[src/rtl/msg_streamer_pkg.sv]
// msg_streamer_pkg: shared types and constants for the message character streamer.
// Holds the FSM state enum, the fixed message table (text and lengths), default
// parameter values, and helpers that read one character or a checksum from the table.
// MSG_CHECKSUM_EN adds the CHK state to the enum.
package msg_streamer_pkg;

  localparam int DEF_DATA_W  = 8;
  localparam int DEF_NUM_MSG = 4;
  localparam int DEF_MAX_LEN = 16;
  localparam int DEF_PRESC_W = 16;

  localparam int MSG_TABLE_N = 4;
  localparam int STR_CHARS   = 9;

`ifdef MSG_CHECKSUM_EN
  typedef enum logic [1:0] {S_IDLE, S_SEND, S_PACE, S_CHK} state_t;
`else
  typedef enum logic [1:0] {S_IDLE, S_SEND, S_PACE} state_t;
`endif

  localparam int MSG_LEN [MSG_TABLE_N] = '{9, 7, 6, 3};

  // Shorter strings are zero-padded at the MSB end, so character i of a
  // message of length L always sits at bit 8*(L-1-i).
  localparam logic [8*STR_CHARS-1:0] MSG_STR [MSG_TABLE_N] =
    '{"Guatemala", "Quetzal", "Zacapa", "SOY"};

  function automatic logic [7:0] msg_byte(input int m, input int i);
    int mm;
    mm = (m >= 0 && m < MSG_TABLE_N) ? m : 0;
    if (i < 0 || i >= MSG_LEN[mm]) return 8'h00;
    return MSG_STR[mm][8*(MSG_LEN[mm]-1-i) +: 8];
  endfunction

  function automatic logic [7:0] msg_csum(input int m);
    logic [7:0] x;
    x = 8'h00;
    for (int i = 0; i < STR_CHARS; i++) x = x ^ msg_byte(m, i);
    return x;
  endfunction

endpackage

[src/rtl/msg_rom.sv]
// msg_rom: combinational lookup (sel, idx) -> (char, len, last), plus the per-message
// XOR checksum when MSG_CHECKSUM_EN is defined.
// Ports: i_sel/i_idx in; o_char, o_len, o_last (idx == len-1), o_csum (macro only).
module msg_rom
  import msg_streamer_pkg::*;
#(
  parameter int DATA_W = DEF_DATA_W,
  parameter int SEL_W  = 2,
  parameter int IDX_W  = 4
) (
  input  logic [SEL_W-1:0]  i_sel,
  input  logic [IDX_W-1:0]  i_idx,
  output logic [DATA_W-1:0] o_char,
  output logic [IDX_W-1:0]  o_len,
`ifdef MSG_CHECKSUM_EN
  output logic [DATA_W-1:0] o_csum,
`endif
  output logic              o_last
);

  int w_m;

  always_comb begin
    // Selections past the stored table fall back to message 0.
    w_m    = (int'(i_sel) < MSG_TABLE_N) ? int'(i_sel) : 0;
    o_char = DATA_W'(msg_byte(w_m, int'(i_idx)));
    o_len  = IDX_W'(MSG_LEN[w_m]);
    o_last = (i_idx == o_len - 1'b1);
`ifdef MSG_CHECKSUM_EN
    o_csum = DATA_W'(msg_csum(w_m));
`endif
  end

endmodule

[src/rtl/msg_char_streamer.sv]
// msg_char_streamer: streams one of NUM_MSG stored ASCII messages a byte at a time
// over valid/ready, with programmable idle gap (rate_div), one-shot/loop and stop.
// Ports: msg_sel/rate_div latched on start; char_out/char_valid/char_ready handshake;
// char_idx, busy, done status. MSG_CHECKSUM_EN appends an XOR checksum byte (CHK).
module msg_char_streamer
  import msg_streamer_pkg::*;
#(
  parameter  int DATA_W  = DEF_DATA_W,
  parameter  int NUM_MSG = DEF_NUM_MSG,
  parameter  int MAX_LEN = DEF_MAX_LEN,
  parameter  int PRESC_W = DEF_PRESC_W,
  localparam int SEL_W   = (NUM_MSG > 1) ? $clog2(NUM_MSG) : 1,
  localparam int IDX_W   = $clog2(MAX_LEN)
) (
  input  logic               clk,
  input  logic               reset,
  input  logic [SEL_W-1:0]   msg_sel,
  input  logic               start,
  input  logic               stop,
  input  logic               loop_en,
  input  logic [PRESC_W-1:0] rate_div,
  output logic [DATA_W-1:0]  char_out,
  output logic               char_valid,
  input  logic               char_ready,
  output logic [IDX_W-1:0]   char_idx,
  output logic               busy,
  output logic               done
);

  state_t               r_state, w_state_nxt, w_tgt;
  logic [SEL_W-1:0]     r_sel, w_sel_nxt;
  logic [PRESC_W-1:0]   r_rate, w_rate_nxt, r_cnt, w_cnt_nxt;
  logic [IDX_W-1:0]     r_idx, w_idx_nxt;
  logic                 r_done, w_done_nxt;
  logic                 w_go, w_valid;
  logic [DATA_W-1:0]    w_rom_char;
  logic [IDX_W-1:0]     w_len;
  logic                 w_last;
`ifdef MSG_CHECKSUM_EN
  logic [DATA_W-1:0]    w_csum;
`endif

  msg_rom #(.DATA_W(DATA_W), .SEL_W(SEL_W), .IDX_W(IDX_W)) u_rom (
    .i_sel  (r_sel),
    .i_idx  (r_idx),
    .o_char (w_rom_char),
    .o_len  (w_len),
`ifdef MSG_CHECKSUM_EN
    .o_csum (w_csum),
`endif
    .o_last (w_last)
  );

`ifdef MSG_CHECKSUM_EN
  assign w_valid  = (r_state == S_SEND) || (r_state == S_CHK);
  assign char_out = !w_valid ? '0 : ((r_state == S_CHK) ? w_csum : w_rom_char);
`else
  assign w_valid  = (r_state == S_SEND);
  assign char_out = w_valid ? w_rom_char : '0;
`endif
  assign char_valid = w_valid;
  assign char_idx   = r_idx;
  assign busy       = (r_state != S_IDLE);
  assign done       = r_done;

  always_ff @(posedge clk or posedge reset) begin
    if (reset) begin
      r_state <= S_IDLE;
      r_sel   <= '0;
      r_rate  <= '0;
      r_cnt   <= '0;
      r_idx   <= '0;
      r_done  <= 1'b0;
    end else begin
      r_state <= w_state_nxt;
      r_sel   <= w_sel_nxt;
      r_rate  <= w_rate_nxt;
      r_cnt   <= w_cnt_nxt;
      r_idx   <= w_idx_nxt;
      r_done  <= w_done_nxt;
    end
  end

  always_comb begin
    w_state_nxt = r_state;
    w_sel_nxt   = r_sel;
    w_rate_nxt  = r_rate;
    w_cnt_nxt   = r_cnt;
    w_idx_nxt   = r_idx;
    w_done_nxt  = 1'b0;
    // w_go requests a move to w_tgt, routed through PACE when a gap is programmed.
    w_go        = 1'b0;
    w_tgt       = S_SEND;

    if (stop) begin
      w_state_nxt = S_IDLE;
      w_idx_nxt   = '0;
      w_cnt_nxt   = '0;
    end else begin
      case (r_state)
        S_IDLE: begin
          if (start) begin
            w_sel_nxt   = (int'(msg_sel) >= NUM_MSG) ? '0 : msg_sel;
            w_rate_nxt  = rate_div;
            w_idx_nxt   = '0;
            w_cnt_nxt   = '0;
            w_state_nxt = S_SEND;
          end
        end
        S_SEND: begin
          if (char_ready) begin
            if (!w_last) begin
              w_idx_nxt = r_idx + 1'b1;
              w_go      = 1'b1;
              w_tgt     = S_SEND;
            end else begin
`ifdef MSG_CHECKSUM_EN
              // idx == len marks the checksum slot, both in PACE and CHK.
              w_idx_nxt = w_len;
              w_go      = 1'b1;
              w_tgt     = S_CHK;
`else
              if (loop_en) begin
                w_idx_nxt = '0;
                w_go      = 1'b1;
                w_tgt     = S_SEND;
              end else begin
                w_idx_nxt   = '0;
                w_state_nxt = S_IDLE;
                w_done_nxt  = 1'b1;
              end
`endif
            end
          end
        end
        S_PACE: begin
          if (r_cnt == '0) begin
`ifdef MSG_CHECKSUM_EN
            w_state_nxt = (r_idx == w_len) ? S_CHK : S_SEND;
`else
            w_state_nxt = S_SEND;
`endif
          end else begin
            w_cnt_nxt = r_cnt - 1'b1;
          end
        end
`ifdef MSG_CHECKSUM_EN
        S_CHK: begin
          if (char_ready) begin
            w_idx_nxt = '0;
            if (loop_en) begin
              w_go  = 1'b1;
              w_tgt = S_SEND;
            end else begin
              w_state_nxt = S_IDLE;
              w_done_nxt  = 1'b1;
            end
          end
        end
`endif
        default: w_state_nxt = S_IDLE;
      endcase

      if (w_go) begin
        if (r_rate == '0) begin
          w_state_nxt = w_tgt;
        end else begin
          // PACE spends exactly r_rate cycles, so load rate-1.
          w_state_nxt = S_PACE;
          w_cnt_nxt   = r_rate - 1'b1;
        end
      end
    end
  end

endmodule

[config.mk]
export PLATFORM = sky130hd
export DESIGN_NAME = msg_char_streamer
export DESIGN_NICKNAME = d
export VERILOG_FILES = /design/src/rtl/msg_streamer_pkg.sv /design/src/rtl/msg_rom.sv /design/src/rtl/msg_char_streamer.sv
export SDC_FILE = /design/constraint.sdc
export NUM_CORES = 1
export LEC_CHECK = 0
export BUFFER_PORTS_ARGS = -buffer_cell sky130_fd_sc_hd__buf_2
export CAP_MARGIN = 30
export CORE_UTILIZATION = 59
export CTS_CLUSTER_SIZE = 16
export DETAILED_ROUTE_END_ITERATION = 6
export PLACE_DENSITY_LB_ADDON = 0.05
export SYNTH_ARGS = -nofsm -noshare
export SYNTH_HDL_FRONTEND = slang
export SYNTH_SLANG_ARGS = --single-unit
[constraint.sdc]
create_clock -name clk -period 5 [get_ports clk]
set_input_delay 1.5 -clock clk [delete_from_list [all_inputs] [get_ports clk]]
set_output_delay 1.5 -clock clk [all_outputs]
set_load 0.01 [all_outputs]
Word-level counts from Yosys, hierarchy flattened
Index checks and enable logic that the tools add are counted.

$add $sub $neg: 6. $mul: 0. Div/mod/pow operators: 0. Magnitude comparators: 2. Equality and inequality tests: 10. Shifts and indexed selects: 1. Multiplexer cells: 40. Bitwise logic cells: 2. Reduce and logical (&&, ||, !) cells: 8.

Operators with widths (count): $bmux W72 S2 (1); $mux W72 (2); $mux W16 (5); $shiftx A72 B32 Y8 (1); $bmux W32 S2 (1); $mux W32 (2); $ge A32 B3 Y1 const B (1); $ge A5 B32 Y1 (1); $logic_not A16 Y1 (2); $not A2 Y32 (1); $pmux W16 S2 (1); $sub A16 B1 Y16 const B (2); $sub A29 B2 Y29 const B (1); $sub A29 B5 Y29 (1); $mux W8 (3); $mux W2 (8); $mux W4 (4); $mux W1 (11); $ne A4 B3 Y1 const B (2); $ne A4 B4 Y1 const B (2); $pmux W4 S2 (1); $ne A3 B3 Y1 const B (2); $pmux W2 S3 (1); $reduce_and A3 Y1 (2); 11 further kinds (11).

Register bits: 41. Latch bits: 0. Bits in writable memories: 0. Memory bits (read-only): 0. Input bits: 24. Word-level logic and storage cells: 75. Memories: 0.

Longest topological paths before layout
Gate-level depths: netlist of run 1.

Word-level depth: 12. Depth in mapped cells: 12. Gate-level depth less buffers: 10.

Cells and area by module
From an unflattened synthesis of run 1, not the netlist that was laid out.

Cell total of the unflattened synthesis: 334. Area, all modules: 3149.3 um^2.

By module, submodules not included: msg_char_streamer (times used 1, cells an instance 226, area an instance 2312.2 um^2, sequential area each 1026.0 um^2); msg_rom (times used 1, cells an instance 108, area an instance 837.1 um^2, sequential area each 0.0 um^2).

Worst setup path after synthesis of run 1
No wires, ideal clock.

Path kind: reg-to-output. From: reg r_sel[0]. To: out char_out[3]. Arrival time: 2.726 ns. Slack: 0.774 ns. Stages on the path, launching flop included: 10. Path buffers: 1. Path through: dfrtp_1 > inv_1 > ha_1 > inv_1 > fa_1 > clkbuf_1 > mux4_2 > nor2_1 > a31oi_1 > nor3_1.

Word-level cells in the longest chain between the ends: 9.

Ends and longest elaborated chain: start, declared (line msg_char_streamer.sv:31) `logic [SEL_W-1:0] r_sel, w_sel_nxt;`; start signal, assigned (line msg_char_streamer.sv:76) `r_sel <= w_sel_nxt;`; $not A2 Y32 (implied by the code) * (line msg_streamer_pkg.sv:31, msg_streamer_pkg.sv:32); $bmux W32 S2 (line msg_streamer_pkg.sv:31, msg_streamer_pkg.sv:32); $mux W32 (implied by the code) (2 in a row) (line msg_streamer_pkg.sv:31) `if (i < 0 || i >= MSG_LEN[mm]) return 8'h00;`; $sub A29 B2 Y29 (line msg_streamer_pkg.sv:32) `return MSG_STR[mm][8*(MSG_LEN[mm]-1-i) +: 8];`; $sub A29 B5 Y29 (line msg_streamer_pkg.sv:32); $shiftx A72 B32 Y8 (line msg_streamer_pkg.sv:32); $mux W8 * (line msg_streamer_pkg.sv:32); $mux W8 * (line msg_char_streamer.sv:59) `assign char_out = w_valid ? w_rom_char : '0;`; end, declared (line msg_char_streamer.sv:22) `output logic [DATA_W-1:0] char_out,`.

Every way passes the cells marked *; elsewhere a longest branch is shown, timed or not. The select of a mux whose other input is x is not followed.

Final worst setup path of run 1
From: reg r_sel[1]. To: out char_out[0].

Same word-level chain as after synthesis.

==> results of run 1 <==
per-stage QoR:
| step | util | instance area [um^2] |
|---|---|---|
| 3_3_place_gp | 0.6590 | 3366 |
| 3_5_place_dp | 0.6590 | 3366 |
| 6_report | 0.6786 | 3466 |
| 4_1_cts | 0.6774 | 3460 |
| 5_1_grt | 0.6786 | 3466 |
| 2_1_floorplan | - | 3134 |
what timing repair did:
action / CTS / global route
gates resized for setup: 0 / 3
endpoints found under the setup margin: 0 / 5
hold endpoints to repair: 0 / 0
buffers inserted: 0 / 0
registers in the layout, indices dropped and copies added, names as in the netlist:
register  cells
done          1
r_rate       16
r_cnt        16
r_sel         2
char_idx      4
r_state       2
worst max path at each step:
stage	from	end	slack (ns)	cells after the start
floorplan	r_sel[0]	char_out[3]	0.77	9
global placement	r_sel[0]	char_out[0]	0.60	11
detailed placement	r_sel[0]	char_out[0]	0.49	11
CTS	r_sel[0]	char_out[0]	0.15	11
global route	r_sel[1]	char_out[0]	0.04	11
finish	r_sel[1]	char_out[0]	0.34	11
cell type report:
cell class              instances  area (um^2)
clock buffers                   5        68.82
clock inverters                 3        25.02
fillers                       423         1642
inverters                      22        82.58
multi-input cells             265         1959
flip-flops and latches         41         1027
well taps                      70        87.58
repair buffers                 41        215.2
power groups by stage:
stage | Clock [mW] | Sequential, mW | Combinational, mW
global placement | 0 | 0.465 | 0.699
floorplan | 0 | 0.445 | 0.564
detailed placement | 0 | 0.470 | 0.700
finish | 0.230 | 0.464 | 0.717
CTS | 0.234 | 0.463 | 0.707
global route | 0.252 | 0.475 | 0.799
logic make-up (layout without fill, tap and decap cells):
group,Yosys count,count (layout),synth area share
AO/OA/AOI/OAI,77,77,0.1693
flip-flops,41,41,0.3273
adder cells (fa/ha/maj),21,21,0.08623
buffers and inverters,38,71,0.04910
AND/OR/NAND/NOR,121,121,0.2152
XOR/XNOR,25,25,0.06986
multiplexers,20,20,0.08183
other,1,1,0.001196
layer usage:
metal / vias up / share of wire / global-route usage
met5: - / 0 / 0
met4: 0 / 0.0093 / 0.06499
met3: 5 / 0.049 / 0.04552
met2: 66 / 0.42 / 0.3594
met1: 1234 / 0.53 / 0.4000
li1: 1313 / - / -
cell usage in the layout, fill, tap and decap left out, drive strengths merged, types with 7 or more instances in the layout:
cell type  Yosys  final
a21oi         16     16
buf            5     41
dfrtp         41     41
ha            20     20
inv           22     23
mux2          15     15
nand2         21     21
nand3          9      9
nor2          26     26
nor3          18     18
nor4          14     14
o21ai         15     15
o22ai         13     13
xnor2         18     18
xor2           7      7
==> impl_results.md, run 1 <==
* Final setup violation count at 0
* Top FF cell, synth: dfrtp_1
* Pint at 0.8062 mW
* Reg2reg start: r_sel[0]
* CTS sink cnt at 41
* Total CTS buffers at 5
* Synth Instances at about 340
* Synthesized Nets at 389
* Slew headroom at 0.5841
* P_sw at 0.6041 mW
* Antenna diodes at 0
* Static leakage at 1.462 nW
* Most frequent cell after synthesis: dfrtp_1
* Async SR Flop Fraction at 1.000
* Mean Syn Cell Area at 9.111 um^2
* Status: complete, no violations
* Synth top cells by count: dfrtp_1 (41), nor2_1 (26), inv_1 (22)
* Routed len/inst at 14.75 um
* Sw frac at 0.4283
* Starting density of the core at 0.6137
* First-pass GRT wire length at 10570 um
* IO Count at 39
* DR pass1 iterations at 4
* Chip height at 74.89 um
* Post-route minimum period at ~4.7 ns
* Slowest library cell on the worst path: fa_2
* Maxcap violations at 0
* Layout cell share with drive strength beyond 1 at 0.2016
* Clock tree buffer depth at 2
* Cell taking the most area after synthesis: dfrtp_1
* Row count at 26
* Layout Skew at 0.01062 ns
* Post-DP HPWL at 4913 um
* Crit. End Element: output pin
* Worst hold path depth at 1
* WP buf/inv at 4
* Crit-path most repeated cell: inv_1
* Total number of vias at approximately 2.6k
* Critical path's top delay family: adder cells
* Hold Path End: r_cnt[0]
* Slew Viols, Final at 0
* Number of global-route vias before repair at 2172
* Crit-path cells: inv_1 > ha_2 > inv_1 > fa_2 > buf_4 > nor2_1 > nand2_1 > nor4_1 > o221ai_1 > a31oi_1 > buf_2
* Pwr dens at 406.9 nW/um^2
* DRC Markers at 0
* TritonCTS clock tree: built
* Worst EP arrival at 3.16 ns
* Setup TNS at 0 ns
* Largest net degree at the start of global routing at 42
* EDFF count, synth at 0
* Final net count at roughly 420
* Register share of total power at 0.329
* Fin worst setup slack at 0.3391 ns
* Cells taking the most area after synthesis: dfrtp_1 (33%), ha_1 (8.0%), xnor2_1 (5.0%)
* Detail Route Antenna Nets at 0
* R2R depth at 9
* HP Class: reg -> reg
* Hold-fix buffers, CTS at 0
* Core Box Area at roughly 5100 um^2
* Total power at 1.410 mW
* Post-synthesis register bit count at 41
* Share of the synthesized area in the top cell type at 0.3273
* Die area at 5608 um^2
* CTS clk-pin slew, worst paths at 0.09 ns
* Initial antenna violation count at 0
* Syn-to-layout area delta at 10.58%
* R2R Path End: r_cnt[9]
* Combinational share of power at 0.508
* Hold Crit Start: r_rate[0]
* GR Util All Layers at 0.2544
* WHS at about 0.58 ns
* RSZ-0062 raised after global routing: no
* IO Port Bufs at 37
* Ys Warns at 0
* Mapped cell area at 3134 um^2
* Die X at 74.89 um
* Post-Route WL at 6592 um
* Worst-Skew Late Latency at ~0.30 ns
* Placed cells at around 440
* Hold Fails Final Rpt at 0
* Vias per inst at 5.857
* Sequential-to-total area share from yosys stat at 0.3273
* CP max FO at 10
* Worst setup SP type: flip-flop
* Setup slack, reg-to-reg at 1.96 ns
* Initial drt markers at 148
* Crit Path Category: reg -> out
* Worst path max stage delay at 0.59 ns
* Post-Layout Cell Count at 447
* Clock power frac at 0.163
* CP required at between 3 and 4 ns
* DP Worst Slack at 0.4947 ns
* Clock root cell: clkbuf_8
* Tcrit/Tclk final at 0.9322
* Distinct cell type count after synthesis at 60
* Final Wtd Congestion at 0.8889
* F_max at approximately 0.21 GHz
* H-tree levels at 2
* Worst slew pin tran at 0.6152 ns
* Maximum VDD drop at 213.8 uV
* Gr ovfl total at 0
Note: power is estimated with default switching activity, not from simulation.
==> inputs of run 2 (changes only) <==
- CELL_PAD_IN_SITES_DETAIL_PLACEMENT: default -> 0
- CELL_PAD_IN_SITES_GLOBAL_PLACEMENT: default -> 1
- CORE_UTILIZATION: 59 -> 45
==> impl_results.md, run 2 (synthesized netlist as in run 1, its figures left out) <==
* Final Wtd Congestion at 0.8446 (was 0.8889)
* Worst slew pin tran at 0.6275 ns (was 0.6152 ns)
* Post-route minimum period at 4.677 ns (was 4.661 ns)
* Layout cell share with drive strength beyond 1 at 0.2016 (unchanged)
* Worst setup SP type: flip-flop (unchanged)
* Total CTS buffers at 5 (unchanged)
* Routed len/inst at 15.36 um (was 14.75 um)
* CTS sink cnt at 41 (unchanged)
* RSZ-0062 raised after global routing: no (unchanged)
* Crit-path most repeated cell: inv_1 (unchanged)
* Slowest library cell on the worst path: fa_2 (unchanged)
* Final setup violation count at 0 (unchanged)
* Die X at 85.46 um (was 74.89 um)
* Setup TNS at 0 ns (unchanged)
* TritonCTS clock tree: built (unchanged)
* CTS clk-pin slew, worst paths at 0.08 ns (was 0.09 ns)
* Post-Layout Cell Count at 457 (was 447)
* Crit-path cells: inv_1 > ha_2 > inv_1 > fa_2 > buf_4 > nor2_1 > nand2_1 > nor4_1 > o221ai_1 > a31oi_1 > buf_2 (unchanged)
* Crit Path Category: reg -> out (unchanged)
* Worst EP arrival at 3.18 ns (was 3.16 ns)
* Hold-fix buffers, CTS at 0 (unchanged)
* Hold Fails Final Rpt at 0 (unchanged)
* Largest net degree at the start of global routing at 42 (unchanged)
* DP Worst Slack at 0.4467 ns (was 0.4947 ns)
* Vias per inst at 5.639 (was 5.857)
* Layout Skew at 0.003462 ns (was 0.01062 ns)
* Maximum VDD drop at 182.9 uV (was 213.8 uV)
* Clock root cell: clkbuf_8 (unchanged)
* Chip height at 85.46 um (was 74.89 um)
* Gr ovfl total at 0 (unchanged)
* GR Util All Layers at 0.2021 (was 0.2544)
* Fin worst setup slack at 0.3225 ns (was 0.3391 ns)
* IO Port Bufs at 37 (unchanged)
* WHS at 0.5672 ns (was 0.5822 ns)
* Clock tree buffer depth at 2 (unchanged)
* Pwr dens at 428.1 nW/um^2 (was 406.9 nW/um^2)
* Die area at 7303 um^2 (was 5608 um^2)
* Initial drt markers at 176 (was 148)
* H-tree levels at 2 (unchanged)
* Placed cells at 449 (was 439)
* Initial antenna violation count at 0 (unchanged)
* Post-DP HPWL at 5287 um (was 4913 um)
* Slew headroom at 0.5803 (was 0.5841)
* CP required at 3.50 ns (about the same)
* Worst-Skew Late Latency at 0.29 ns (was 0.30 ns)
* F_max at 0.2138 GHz (was 0.2145 GHz)
* Total number of vias at 2577 (was 2618)
* Tcrit/Tclk final at 0.9355 (was 0.9322)
* Crit. End Element: output pin (unchanged)
* DR pass1 iterations at 4 (unchanged)
* First-pass GRT wire length at 11720 um (was 10570 um)
* Slew Viols, Final at 0 (unchanged)
* Antenna diodes at 0 (unchanged)
* Post-layout util at 0.5207 (was 0.6786)
* Number of global-route vias before repair at 2339 (was 2172)
* Post-CTS setup buffers at 0 (unchanged)
* Maxcap violations at 0 (unchanged)
* HP Class: reg -> reg (unchanged)
* Post-Route WL at 7018 um (was 6592 um)
* DRC Markers at 0 (unchanged)
* Most common cell after layout, fill and taps aside: dfrtp_1 (unchanged)
* Starting density of the core at 0.4639 (was 0.6137)
* Row count at 30 (was 26)
* Final net count at 421 (unchanged)
* Worst path max stage delay at 0.61 ns (was 0.59 ns)
* Core Box Area at 6756 um^2 (was 5107 um^2)
* CP max FO at 11 (was 10)
* Commonest non-fill, non-tap cells in the layout: dfrtp_1 (40), buf_2 (37), nor2_1 (26) (unchanged)
* Detail Route Antenna Nets at 0 (unchanged)
* Static leakage at 1.482 nW (was 1.462 nW)
* Status: complete, no violations (unchanged)
* IO Count at 39 (unchanged)
* Syn-to-layout area delta at 12.26% (was 10.58%)
[run 2: report_power, final]
part	total [mW]	leakage [nW]	switching, mW	internal, mW
Combinational	0.726	0.884	0.405	0.322
Sequential	0.464	0.529	0.0801	0.384
Clock	0.316	0.0681	0.117	0.198
Total	1.51	1.48	0.602	0.904
[run 2: critical path, delay by kind of cell, from the launching register on]
kind / cells / cell delay, ns
buf+inv: 4 / 0.74
flops: 1 / 0.47
fa+ha+maj: 2 / 0.90
simple gates: 3 / 0.34
compound gates: 2 / 0.42
[run 2: area by class of cell]
type	instances	area, um^2
sequential	41	1027
tap	80	100.1
clock buffer	5	68.82
inverter	22	82.58
multi-input combinational	265	1959
timing repair buffer	41	215.2
clock inverter	3	65.06
fill	652	3238
[run 2: metal layers]
layer,part of all wire,track usage,vias to the layer above
met3,0.036,0.03405,2
met5,0,0,-
met2,0.41,0.2865,46
li1,-,-,1311
met4,0.0023,0.03333,0
met1,0.55,0.3231,1218
[run 2: final timing paths]
kind	endpoint	slack, ns	start	depth (start not counted)
worst max-delay path	char_out[0]	0.32	r_sel[1]	11
worst min-delay path	char_idx[0]	0.57	char_idx[0]	1
worst max register to register	r_cnt[9]	1.88	r_sel[0]	9
worst min register to register	char_idx[0]	0.57	char_idx[0]	1
max in group asynchronous	r_sel[0]	3.27	reset	3
min in group asynchronous	r_cnt[5]	1.32	reset	3
[run 2: timing repair]
| item | CTS | global route |
|---|---|---|
| hold endpoints to repair | 0 | 0 |
| setup endpoints to repair | 0 | 7 |
| resized for setup | 0 | 3 |
[run 2: through the flow]
step | cell area, um^2 | power, mW
2_1_floorplan | 3134 | 1.009
3_3_place_gp | 3378 | 1.185
3_5_place_dp | 3378 | 1.185
4_1_cts | 3512 | 1.506
5_1_grt | 3518 | 1.620
6_report | 3518 | 1.506
==> inputs of run 3 (changes only) <==
- ABC_AREA: default -> 1
- ABC_CLOCK_PERIOD_IN_PS: default -> 5000
- CORE_UTILIZATION: 45 -> 43
==> impl_results.md, run 3 <==
* Crit Path Category: reg -> out (unchanged)
* Synth Instances at 506 (was 344)
* Hold-fix buffers, CTS at 0 (unchanged)
* P_sw at 1.253 mW (was 0.6020 mW)
* Tcrit/Tclk final at 0.9032 (was 0.9355)
* Status: complete, no violations (unchanged)
* Post-synthesis register bit count at 41 (unchanged)
* Vias per inst at 5.112 (was 5.639)
* Synthesized Nets at 551 (was 389)
* Fillers at 817 (was 652)
* Total CTS buffers at 5 (unchanged)
* F_max at 0.2214 GHz (was 0.2138 GHz)
* R2R depth at 12 (was 9)
* Combinational share of power at 0.673 (was 0.482)
* Final net count at 585 (was 421)
* Sw frac at 0.5402 (was 0.3997)
* Total number of vias at 3287 (was 2577)
* Reg2reg start: r_sel[0] (unchanged)
* HP Class: reg -> reg (unchanged)
* Final Wtd Congestion at 0.8510 (was 0.8446)
* Clock power frac at 0.100 (was 0.210)
* Die area at 8450 um^2 (was 7303 um^2)
* Chip height at 91.93 um (was 85.46 um)
* Most common cell after layout, fill and taps aside: nand2_1 (was dfrtp_1)
* Worst-Skew Late Latency at 0.29 ns (about the same)
* Clock tree buffer depth at 2 (unchanged)
* CTS sink cnt at 41 (unchanged)
* Post-route minimum period at 4.516 ns (was 4.677 ns)
* Crit. End Element: output pin (unchanged)
* DRC Markers at 0 (unchanged)
* CP required at 3.50 ns (about the same)
* Pwr dens at 606.5 nW/um^2 (was 428.1 nW/um^2)
* PostCTS Resize Cnt at 0 (unchanged)
* Worst EP arrival at 3.02 ns (was 3.18 ns)
* Static leakage at 1.950 nW (was 1.482 nW)
* Core Box Area at 7767 um^2 (was 6756 um^2)
* First-pass GRT wire length at 15020 um (was 11720 um)
* Clock root cell: clkbuf_8 (unchanged)
* Routed len/inst at 13.36 um (was 15.36 um)
* Setup TNS at 0 ns (unchanged)
* Setup slack, reg-to-reg at 1.98 ns (was 1.88 ns)
* Mapped cell area at 3477 um^2 (was 3134 um^2)
* Syn-to-layout area delta at 10.00% (was 12.26%)
* TritonCTS clock tree: built (unchanged)
* Ys Warns at 0 (unchanged)
* CP max FO at 9 (was 11)
* Hold Crit Start: r_rate[1] (was char_idx[0])
* Worst hold path depth at 2 (was 1)
* Synth top cells by count: nand2_1 (113), inv_1 (68), nor2_1 (60) (was dfrtp_1 (41), nor2_1 (26), inv_1 (22))
* Final setup violation count at 0 (unchanged)
* Hold Path End: r_rate[1] (was char_idx[0])
* Cells taking the most area after synthesis: dfrtp_1 (30%), nand2_1 (12%), nand3_1 (7.5%) (was dfrtp_1 (33%), ha_1 (8.0%), xnor2_1 (5.0%))
* Share of the synthesized area in the top cell type at 0.2951 (was 0.3273)
* Maximum VDD drop at 276.6 uV (was 182.9 uV)
* Top FF cell, synth: dfrtp_1 (unchanged)
* Slew Viols, Final at 0 (unchanged)
* H-tree levels at 2 (unchanged)
* GR Util All Layers at 0.2210 (was 0.2021)
* Commonest non-fill, non-tap cells in the layout: nand2_1 (113), inv_1 (68), nor2_1 (60) (was dfrtp_1 (40), buf_2 (37), nor2_1 (26))
* Largest net degree at the start of global routing at 42 (unchanged)
* Worst slew pin tran at 0.8718 ns (was 0.6275 ns)
* CTS clk-pin slew, worst paths at 0.08 ns (about the same)
* Most frequent cell after synthesis: nand2_1 (was dfrtp_1)
* Maxcap violations at 0 (unchanged)
* IO Port Bufs at 37 (unchanged)
* Slew headroom at 0.4167 (was 0.5803)
* Starting density of the core at 0.4476 (was 0.4639)
* Layout cell share with drive strength beyond 1 at 0.1571 (was 0.2016)
* EDFF count, synth at 0 (unchanged)
* Mean Syn Cell Area at 6.872 um^2 (was 9.111 um^2)
* Pint at 1.066 mW (was 0.9043 mW)
* Gr ovfl total at 0 (unchanged)
* Worst setup SP type: flip-flop (unchanged)
* DR pass1 iterations at 4 (unchanged)
* IO Count at 39 (unchanged)
* DP Worst Slack at 0.8218 ns (was 0.4467 ns)
* RSZ-0062 raised after global routing: no (unchanged)
* Layout Skew at 0.006727 ns (was 0.003462 ns)
* Post-DP HPWL at 6714 um (was 5287 um)
* Hold Fails Final Rpt at 0 (unchanged)
* R2R Path End: r_cnt[5] (was r_cnt[9])
* Register share of total power at 0.227 (was 0.308)
* Number of global-route vias before repair at 3164 (was 2339)
* Post-Route WL at 8592 um (was 7018 um)
* Antenna diodes at 0 (unchanged)
* Cell taking the most area after synthesis: dfrtp_1 (unchanged)
* Detail Route Antenna Nets at 0 (unchanged)
* Row count at 32 (was 30)
* Initial drt markers at 153 (was 176)
* Post-CTS setup buffers at 0 (unchanged)
* Distinct cell type count after synthesis at 44 (was 60)
* Die X at 91.93 um (was 85.46 um)
* Fin worst setup slack at 0.4841 ns (was 0.3225 ns)
* Sequential-to-total area share from yosys stat at 0.2951 (was 0.3273)
* Async SR Flop Fraction at 1.000 (unchanged)
* Initial antenna violation count at 0 (unchanged)
==> run 3: changes by cell type in the layout (fill, tap and decap cells not counted), sizes merged, moves of 10 or more <==
cell	change
nor3	-10
nand2	+97
nor4	-14
nor2	+39
a21oi	+26
inv	+51
nand3	+50
xnor2	-18
==> run 3: logic make-up after synthesis <==
family,share of synthesized area
simple gates,0.3559
buf+inv,0.1033
compound gates,0.1047
flops,0.2951
fa+ha+maj,0.07773
xor+xnor,0.03994
mux,0.02231
other cells,0.001078
==> run 3: worst max path at each step <==
stage	start	end	cells past startpoint
3_3_place_gp	r_sel[1]	char_out[1]	12
4_1_cts	r_sel[1]	char_out[1]	11
6_report	r_sel[1]	char_out[1]	11
3_5_place_dp	r_sel[0]	char_out[1]	11
2_1_floorplan	r_sel[0]	char_out[1]	11
5_1_grt	r_sel[1]	char_out[6]	8
==> run 3: layout make-up <==
type	count	area (um^2)	share of cell area
multi-input combinational	378	2092	0.5469
sequential	41	1026	0.2682
inverter	75	282.8	0.07393
timing repair buffer	39	200.2	0.05234
tap	102	127.6	0.03337
clock buffer	6	82.58	0.02159
clock inverter	2	13.76	0.003598
==> run 3: power groups by stage <==
stage          registers (mW)  clock network, mW  logic (mW)
2_1_floorplan           0.509                  0        1.24
3_3_place_gp            0.530                  0        1.56
3_5_place_dp            0.533                  0        1.55
4_1_cts                 0.526              0.242        1.56
5_1_grt                 0.545              0.252        1.78
6_report                0.527              0.231        1.56
==> run 3: metrics by stage <==
step	power, mW	cells	hold slack [ns]	cell area, um^2	utilization
6_report	2.320	643	0.5560	3825	0.4924
2_1_floorplan	1.751	506	0.4957	3477	-
5_1_grt	2.578	643	0.5946	3825	0.4924
3_3_place_gp	2.093	635	0.5131	3729	0.4800
4_1_cts	2.325	643	0.5585	3825	0.4924
3_5_place_dp	2.081	635	0.5408	3729	0.4800
==> run 3: routing by layer <==
layer	routed length (um)	GRT usage	up-vias
met3	380	0.03648	8
li1	-	-	1709
met2	3627	0.3358	83
met5	0	0	-
met1	4490	0.3266	1487
met4	93	0.05078	0
==> run 3: critical path, cell delays in order (launching register included) <==
cell	delay, ns
dfrtp_1	0.44
inv_1	0.25
ha_1	0.33
inv_1	0.13
fa_1	0.47
xor2_2	0.25
nor2_1	0.19
nand2_1	0.08
nor3_1	0.22
nor2_2	0.08
a21oi_1	0.14
buf_2	0.15
